--- src/rtl/mmio_store_pkg.sv ---
// Shared defaults and entry layout for the MMIO store port.
// STORE_TIMESTAMP_EN adds a capture-cycle stamp to each entry.
package mmio_store_pkg;

    localparam int          PKG_N         = 32;
    localparam int          PKG_DEPTH     = 8;
    localparam int          PKG_TS_W      = 16;
    localparam logic [31:0] PKG_OUT_ADDR  = 32'd84;
    localparam logic [31:0] PKG_HALT_ADDR = 32'd88;

    // Entry layout at default widths; the stamp sits above the data bits.
    typedef struct packed {
`ifdef STORE_TIMESTAMP_EN
        logic [PKG_TS_W-1:0] stamp;
`endif
        logic [PKG_N-1:0]    data;
    } entry_t;

endpackage

--- src/rtl/sync_fifo.sv ---
// Registered-output FIFO, no fall-through; full+pop+push writes the freed slot.
// Storage is reset so the head reads zero out of reset.
module sync_fifo #(
    parameter int W     = 32,
    parameter int DEPTH = 8
) (
    input  logic                       clk,
    input  logic                       rst_n,
    input  logic                       i_push,
    input  logic                       i_pop,
    input  logic [W-1:0]               i_wdata,
    output logic [W-1:0]               o_rdata,
    output logic                       o_full,
    output logic                       o_empty,
    output logic [$clog2(DEPTH):0]     o_count
);

    localparam int AW = $clog2(DEPTH);
    localparam int CW = AW + 1;

    if (DEPTH < 2 || (DEPTH & (DEPTH - 1)) != 0) begin : g_bad_depth
        $error("sync_fifo: DEPTH must be a power of two >= 2");
    end

    logic [W-1:0]  r_mem [DEPTH];
    logic [AW-1:0] r_wr_ptr;
    logic [AW-1:0] r_rd_ptr;
    logic [CW-1:0] r_count;
    logic          w_pop_ok;
    logic          w_push_ok;

    assign o_empty   = (r_count == '0);
    assign o_full    = (r_count == CW'(DEPTH));
    assign w_pop_ok  = i_pop & ~o_empty;
    // When full, a same-edge pop frees the head slot, which is also the write slot.
    assign w_push_ok = i_push & (~o_full | w_pop_ok);

    always_ff @(posedge clk or negedge rst_n) begin
        if (!rst_n) begin
            for (int i = 0; i < DEPTH; i++) r_mem[i] <= '0;
            r_wr_ptr <= '0;
            r_rd_ptr <= '0;
            r_count  <= '0;
        end else begin
            if (w_push_ok) begin
                r_mem[r_wr_ptr] <= i_wdata;
                r_wr_ptr        <= r_wr_ptr + AW'(1);
            end
            if (w_pop_ok) r_rd_ptr <= r_rd_ptr + AW'(1);
            case ({w_push_ok, w_pop_ok})
                2'b10:   r_count <= r_count + CW'(1);
                2'b01:   r_count <= r_count - CW'(1);
                default: r_count <= r_count;
            endcase
        end
    end

    assign o_rdata = r_mem[r_rd_ptr];
    assign o_count = r_count;

endmodule

--- src/rtl/mmio_store_port.sv ---
// Captures CPU stores to OUT_ADDR into a FIFO and flags a store to HALT_ADDR.
// Optional STORE_TIMESTAMP_EN stamps each entry with a free-running cycle count.
module mmio_store_port
    import mmio_store_pkg::*;
#(
    parameter int           N         = PKG_N,
    parameter int           DEPTH     = PKG_DEPTH,
    parameter logic [N-1:0] OUT_ADDR  = N'(PKG_OUT_ADDR),
    parameter logic [N-1:0] HALT_ADDR = N'(PKG_HALT_ADDR),
    parameter int           TS_W      = PKG_TS_W
) (
    input  logic                     clk,
    input  logic                     reset,
    input  logic                     memwrite,
    input  logic [N-1:0]             dataadr,
    input  logic [N-1:0]             writedata,
    output logic                     out_valid,
    input  logic                     out_ready,
    output logic [N-1:0]             out_data,
`ifdef STORE_TIMESTAMP_EN
    output logic [TS_W-1:0]          out_stamp,
`endif
    output logic [$clog2(DEPTH):0]   count,
    output logic                     overflow,
    output logic                     done,
    output logic                     drained
);

    localparam int CW = $clog2(DEPTH) + 1;

    if (OUT_ADDR == HALT_ADDR) begin : g_bad_addr
        $error("mmio_store_port: OUT_ADDR and HALT_ADDR must differ");
    end
    if (TS_W < 1) begin : g_bad_ts
        $error("mmio_store_port: TS_W must be at least 1");
    end

`ifdef STORE_TIMESTAMP_EN
    localparam int ENTRY_W = N + TS_W;
    logic [TS_W-1:0] r_cycle;

    always_ff @(posedge clk or negedge reset) begin
        if (!reset) r_cycle <= '0;
        else        r_cycle <= r_cycle + TS_W'(1);
    end
`else
    localparam int ENTRY_W = N;
`endif

    logic [ENTRY_W-1:0] w_wr_entry;
    logic [ENTRY_W-1:0] w_head;
    logic               w_push;
    logic               w_halt;
    logic               w_pop;
    logic               w_full;
    logic               w_empty;
    logic [CW-1:0]      w_count;
    logic               r_done;
    logic               r_overflow;

    assign w_push = memwrite & (dataadr == OUT_ADDR);
    assign w_halt = memwrite & (dataadr == HALT_ADDR);
    assign w_pop  = out_valid & out_ready;

`ifdef STORE_TIMESTAMP_EN
    assign w_wr_entry = {r_cycle, writedata};
    assign out_stamp  = w_head[N +: TS_W];
`else
    assign w_wr_entry = writedata;
`endif

    sync_fifo #(
        .W     (ENTRY_W),
        .DEPTH (DEPTH)
    ) u_fifo (
        .clk     (clk),
        .rst_n   (reset),
        .i_push  (w_push),
        .i_pop   (w_pop),
        .i_wdata (w_wr_entry),
        .o_rdata (w_head),
        .o_full  (w_full),
        .o_empty (w_empty),
        .o_count (w_count)
    );

    // Both flags are sticky until reset; a drop happens only when full with no pop.
    always_ff @(posedge clk or negedge reset) begin
        if (!reset) begin
            r_done     <= 1'b0;
            r_overflow <= 1'b0;
        end else begin
            if (w_halt)                     r_done     <= 1'b1;
            if (w_push && w_full && !w_pop) r_overflow <= 1'b1;
        end
    end

    assign out_valid = ~w_empty;
    assign out_data  = w_head[N-1:0];
    assign count     = w_count;
    assign overflow  = r_overflow;
    assign done      = r_done;
    assign drained   = r_done & w_empty;

endmodule

--- config.mk ---
export PLATFORM = sky130hd
export DESIGN_NAME = mmio_store_port
export DESIGN_NICKNAME = d
export VERILOG_FILES = /design/src/rtl/mmio_store_pkg.sv /design/src/rtl/sync_fifo.sv /design/src/rtl/mmio_store_port.sv
export SDC_FILE = /design/constraint.sdc
export NUM_CORES = 1
export LEC_CHECK = 0
export ABC_AREA = 1
export BUFFER_PORTS_ARGS = -buffer_cell sky130_fd_sc_hd__buf_4
export CORE_ASPECT_RATIO = 1.5
export CORE_MARGIN = 2
export CORE_UTILIZATION = 55
export DETAILED_ROUTE_END_ITERATION = 7
export PLACE_DENSITY = 0.74
export SETUP_SLACK_MARGIN = 0.02
export SLEW_MARGIN = 20
export SYNTH_ARGS = -nofsm -noshare
export SYNTH_HDL_FRONTEND = slang
export SYNTH_HIERARCHICAL = 1
export SYNTH_SLANG_ARGS = --single-unit
--- constraint.sdc ---
create_clock -name clk -period 3.5 [get_ports clk]
set_input_delay 0.525 -clock clk [delete_from_list [all_inputs] [get_ports clk]]
set_output_delay 0.525 -clock clk [all_outputs]
set_load 0.05 [all_outputs]
Word-level counts from Yosys, hierarchy flattened
Cells that the tools add are included.
{"block": "word_totals", "out_inout_bits": 40, "mem_count": 0, "romBits": 0, "mem_bits_rw": 0, "register_bits": 268, "latch_bits": 0}
{"block": "classes", "n_reduce_logical": 6, "bitwise": 11, "add_sub_neg": 4, "magnitude_cmp": 3, "multipliers": 0, "n_mux": 7, "n_eq_ne": 5, "shifts": 0, "n_div": 0}
{"op": "$bwmux W256", "count": 1}
{"op": "$bmux W32 S3", "count": 1}
{"op": "$demux W32 S3", "count": 1}
{"op": "$mux W32", "count": 3}
{"op": "$eq A32 B7 Y1 const B", "count": 2}
{"op": "$ge A4 B4 Y1 const B", "count": 2}
{"op": "$not A3 Y4", "count": 2}
{"op": "$pmux W4 S2", "count": 1}
{"op": "$add A3 B1 Y3 const B", "count": 2}
{"op": "$and A1 B1 Y1", "count": 6}
{"op": "$add A4 B1 Y4 const B", "count": 1}
{"op": "$eq A4 B4 Y1 const B", "count": 1}
{"op": "$logic_not A4 Y1", "count": 1}
{"op": "$lt A4 B1 Y1 const B", "count": 1}
{"op": "$sub A4 B1 Y4 const B", "count": 1}
{"op": "$logic_and A1 B1 Y1", "count": 3}
{"op": "$eq A2 B1 Y1 const B", "count": 1}
{"op": "$eq A2 B2 Y1 const B", "count": 1}
{"op": "$not A1 Y1", "count": 2}
{"op": "$reduce_bool A2 Y1", "count": 1}
{"op": "$logic_not A1 Y1", "count": 1}
{"op": "$or A1 B1 Y1", "count": 1}

Logic depth before layout (Yosys ltp)
{"block": "logic_depth", "ltp_word": 8, "mapped_depth": 16, "ltp_nobuf": 15}

Hierarchy
The synthesis kept the hierarchy.
{"mod": "sync_fifo", "cells_each": 1849, "instances": 1, "seq_area_each_um2": 6656.4, "area_each_um2": 13653.1}
{"mod": "mmio_store_port", "cells_each": 53, "instances": 1, "seq_area_each_um2": 50.0, "area_each_um2": 259.0}

Worst setup path before layout
No wires, ideal clock.
{"block": "synth_path", "path_type": "input -> register", "startpoint": "input port dataadr[9]", "endpoint": "register u_fifo.r_count[3], in the netlist u_fifo/o_count[3]", "arrival_ns": 2.569, "setup_ns": 0.118, "path_stages": 13, "slack_ns": 0.813, "path_buffers": 1, "cell_sequence": "or2_1 > nor2_2 > nand3_1 > nor3_1 > buf_2 > nand2_1 > ha_1 > ha_1 > or2_2 > nand3_1 > nand2_1 > nand2_1 > nand2_1"}
{"block": "synth_via", "elab_chain_cells": 5, "word_cells_on_any_way": 7}
{"item": "start: declaration", "line_no": "mmio_store_port.sv:15", "rtl": "input logic [N-1:0] dataadr,"}
{"item": "$eq A32 B7 Y1 (*)", "line_no": "mmio_store_port.sv:61", "rtl": "assign w_push = memwrite & (dataadr == OUT_ADDR);"}
{"item": "$and A1 B1 Y1 (*)", "line_no": "mmio_store_port.sv:61"}
{"item": "named net w_push", "line_no": "mmio_store_port.sv:52", "rtl": "logic w_push;"}
{"item": "$and A1 B1 Y1 (*)", "line_no": "sync_fifo.sv:36", "rtl": "assign w_push_ok = i_push & (~o_full | w_pop_ok);"}
{"item": "$eq A2 B1 Y1 or $eq A2 B2 Y1 (tied branches)", "line_no": "sync_fifo.sv:50", "rtl": "case ({w_push_ok, w_pop_ok})"}
{"item": "$pmux W4 S2 or $reduce_bool A2 Y1 (tied branches)"}
{"item": "end signal: assignment", "line_no": "sync_fifo.sv:51", "rtl": "2'b10: r_count <= r_count + CW'(1);"}
{"item": "end signal: assignment", "line_no": "sync_fifo.sv:52", "rtl": "2'b01: r_count <= r_count - CW'(1);"}
{"item": "end signal: assignment", "line_no": "sync_fifo.sv:53", "rtl": "default: r_count <= r_count;"}
{"item": "end: declaration", "line_no": "sync_fifo.sv:28", "rtl": "logic [CW-1:0] r_count;"}
The timed path passes the listed nets; every way through them passes the cells marked *.
A chain may end at the register's enable or synchronous reset.

Worst setup path in the final report
{"block": "layout_path", "startpoint": "register u_fifo.r_rd_ptr[0]", "endpoint": "output port out_data[27]"}
{"block": "layout_via", "elab_chain_cells": 4}
{"item": "start: declaration", "line_no": "sync_fifo.sv:27", "rtl": "logic [AW-1:0] r_rd_ptr;"}
{"item": "start signal: assignment", "line_no": "sync_fifo.sv:49", "rtl": "if (w_pop_ok) r_rd_ptr <= r_rd_ptr + AW'(1);"}
{"item": "$not A3 Y4 (implied by the code)", "line_no": "sync_fifo.sv:58", "rtl": "assign o_rdata = r_mem[r_rd_ptr];"}
{"item": "$bmux W32 S3", "line_no": "sync_fifo.sv:58"}
{"item": "$mux W32 (implied by the code) (2 in series)", "line_no": "sync_fifo.sv:58"}
{"item": "end: declaration", "line_no": "mmio_store_port.sv:19", "rtl": "output logic [N-1:0] out_data,"}
No other way between the ends. The select of a mux whose other input is x is not followed.

==> impl_metrics.yaml <==
flow_run:
  maxCapViolCount: 0
sta:
  skew_ns: 0.01378
  fmax_mhz: 317.2
  hold_viol: 6
  fin_tns_setup_ns: 0
  grt_setup_unrepaired: "no"
  post-route-period-util: 0.9006
  whs_ns: -0.01003
  maxSlewHeadroom: 0.3537
  setup_viol_count_final: 0
  min_period_ns: 3.152
  finalMaxSlewViolations: 0
  tightest_slew_ns: 0.9694
clocking:
  cts_hold_buffers: 0
  cts_tree: "done"
  clkSlewWorstSetupHoldPaths_ns: 0.07
  root_buffer: "clkbuf_16"
  h-tree-depth: 1
  cts.sinks: 268
  numCtsBuffers: 27
  clk_latency_ns: 0.54
  cts_max_path_buffers: 3
  cts_resized: 0
  postCtsSetupRepairBufs: 0
worst_setup_path:
  cp.arrival_ns: 2.63
  cp-end-kind: "output port"
  critPathKind: "reg2out"
  startpoint_type: "flip-flop"
  required_ns: 2.97
  crit_fanout: 72
synthesis:
  synth_fp_nets: 1976
  synth_cell_types: 25
  syn_inst: 1902
  synth_top_cell_by_area: "dfrtp_1"
  synth_top_area_share: 0.4821
  ys_seq_elements: 268
  yosysSeqAreaShare: 0.4821
  synth-warning-count: 6
  mappedNetlistArea_sq_um: 13910
  syn_avg_cell_area_sq_um: 7.314
  synthTopCellsByArea: "dfrtp_1 48%, nand2_1 22%, nand4_1 12%"
drt:
  finalWirelength_mm: 44.03
  drc: 0
  wire_per_inst_um: 19.70
  first_iter_violations: 1610
  first_pass_iters: 6
  postRouteAntennaNets: 0
  vias: 13550
  viasPerCell: 6.060
cells_and_area:
  area_growth_pct: 12.02
  multi_input_area_sq_um: 6301
  diodes: 0
  final_util: 0.6243
  stdcell_count: 2235
  fillers: 2273
  ff_latch_area_sq_um: 6711
  final_layout_size_suffix_gt1_frac: 0.1059
  fin_nets: 1965
die:
  coreArea_sq_um: 24960
  fp.dieH_um: 198.8
  die_w_um: 133.9
  io_pins: 108
  initial_utilization: 0.5573
  dieArea_sq_um: 26610
  fp-row-count: 71
global_routing:
  antenna_found_initial: 0
  grt_pass1_wl_mm: 70.18
  grt_pass1_vias: 13070
  grt_max_degree: 222
  grt_usage: 0.3322
  gr-total-overflow: 0
worst_hold_path:
  min_path_type: "in2async"
placement:
  gp_routability_congestion: 0.7994
  dp_hpwl_mm: 23.77
  dp.cells: 2190
  port_buffers: 107
power:
  p_leak_uw: 0.008514
  peakVddDrop_v: 0.0004422
  power_density_nw_per_um2: 393.7
outcome:
  status: "finished with violations"
  violations: "hold timing"
[layout by cell type (no fill, tap or decap), types with 2 or more instances in the layout]
cell type,instances
clkbuf_1,6
ha_1,5
dfrtp_1,266
nor2_4,3
buf_12,8
bufinv_16,3
xnor2_1,3
nor2_1,182
inv_2,2
inv_1,24
o21ai_0,127
nand4_1,257
nand3_1,13
clkinvlp_4,4
nor2_2,6
clkinv_2,5
nand2_1,808
buf_4,138
clkbuf_16,27
o21ai_1,6
xor2_1,2
[cells in the mapped netlist]
cell type	number
nand2_1	808
buf_4	11
clkbuf_2	30
nand3b_1	1
xor2_1	2
buf_2	50
nand3_1	13
nor3_1	2
xnor2_1	3
fa_1	1
nor2_1	190
clkbuf_1	78
o21bai_1	1
or2_2	1
ha_1	5
o21ai_1	6
inv_1	25
o21ai_0	127
nor4_1	1
buf_1	18
inv_2	2
nand4_1	257
nor2_2	1
or2_1	1
dfrtp_1	268
[worst paths after layout]
check                           cells after the start                       endpoint  slack [ns]                      startpoint
min in group clk                                    4               done$_DFFE_PN0P_        0.28                      dataadr[2]
max in group asynchronous                           2   u_fifo/r_mem[36]$_DFFE_PN0P_        2.58                           reset
worst max register to register                      9   u_fifo/r_mem[18]$_DFFE_PN0P_        0.71   u_fifo/o_count[0]$_DFFE_PN0P_
worst min-delay path                                1  u_fifo/r_mem[253]$_DFFE_PN0P_       -0.01                           reset
worst max-delay path                                9                   out_data[27]        0.35  u_fifo/r_rd_ptr[0]$_DFFE_PN0P_
worst min register to register                      2  u_fifo/r_mem[207]$_DFFE_PN0P_        0.47   u_fifo/r_mem[207]$_DFFE_PN0P_
[area by class of cell]
type | count | share of cell area
multi-input combinational | 1420 | 0.4043
sequential | 268 | 0.4307
inverter | 27 | 0.006584
clock inverter | 12 | 0.009554
timing repair buffer | 147 | 0.07772
tap | 328 | 0.02633
clock buffer | 33 | 0.04480
[worst max-delay path, cell delays in order (launching register included)]
cell	delay, ns
dfrtp_4	0.70
clkinv_2	0.17
buf_12	0.31
nand2_1	0.09
nand2_1	0.07
nand2_1	0.06
o21ai_0	0.12
nand2_1	0.07
nand2_1	0.20
buf_4	0.24
[cell families (layout without fill, tap and decap cells)]
group	Yosys count	count (layout)	share of synthesized area
buffers and inverters	214	219	0.06790
DFF	268	268	0.4821
AOI/OAI and AO/OA	134	134	0.04839
and+or+nand+nor	1275	1275	0.3926
adders and majority gates	6	6	0.005936
xor gates and xnor gates	5	5	0.003148
[registers in the layout, summed over array words and instances (netlist names)]
| signal | cells |
|---|---|
| done | 1 |
| u_fifo/r_rd_ptr | 3 |
| u_fifo/o_count | 4 |
| u_fifo/r_wr_ptr | 3 |
| u_fifo/r_mem | 256 |
| overflow | 1 |
[per-layer routing]
| layer | up-vias | routed length, um | track usage |
|---|---|---|---|
| met5 | - | 0 | 0 |
| met4 | 0 | 1428 | 0.1178 |
| met3 | 109 | 3924 | 0.05352 |
| met2 | 716 | 21510 | 0.5597 |
| met1 | 6535 | 17170 | 0.4354 |
| li1 | 6185 | - | - |
[stage by stage]
| stage | total power (uW) | setup WS, ns | area, sq um |
|---|---|---|---|
| global route | 6298 | 0.2785 | 15580 |
| floorplan | 3205 | 0.8128 | 13910 |
| CTS | 6149 | 0.4138 | 15580 |
| finish | 6135 | 0.3477 | 15580 |
| global placement | 3338 | 0.6328 | 14740 |
| detailed placement | 3340 | 0.5870 | 14740 |
[where the power goes]
part	switching, uW	internal, uW
Combinational	122	59.7
Sequential	0.00000296	3100
Clock	1220	1630
Total	1340	4790
No activity file was read; power rests on OpenSTA's default activity.
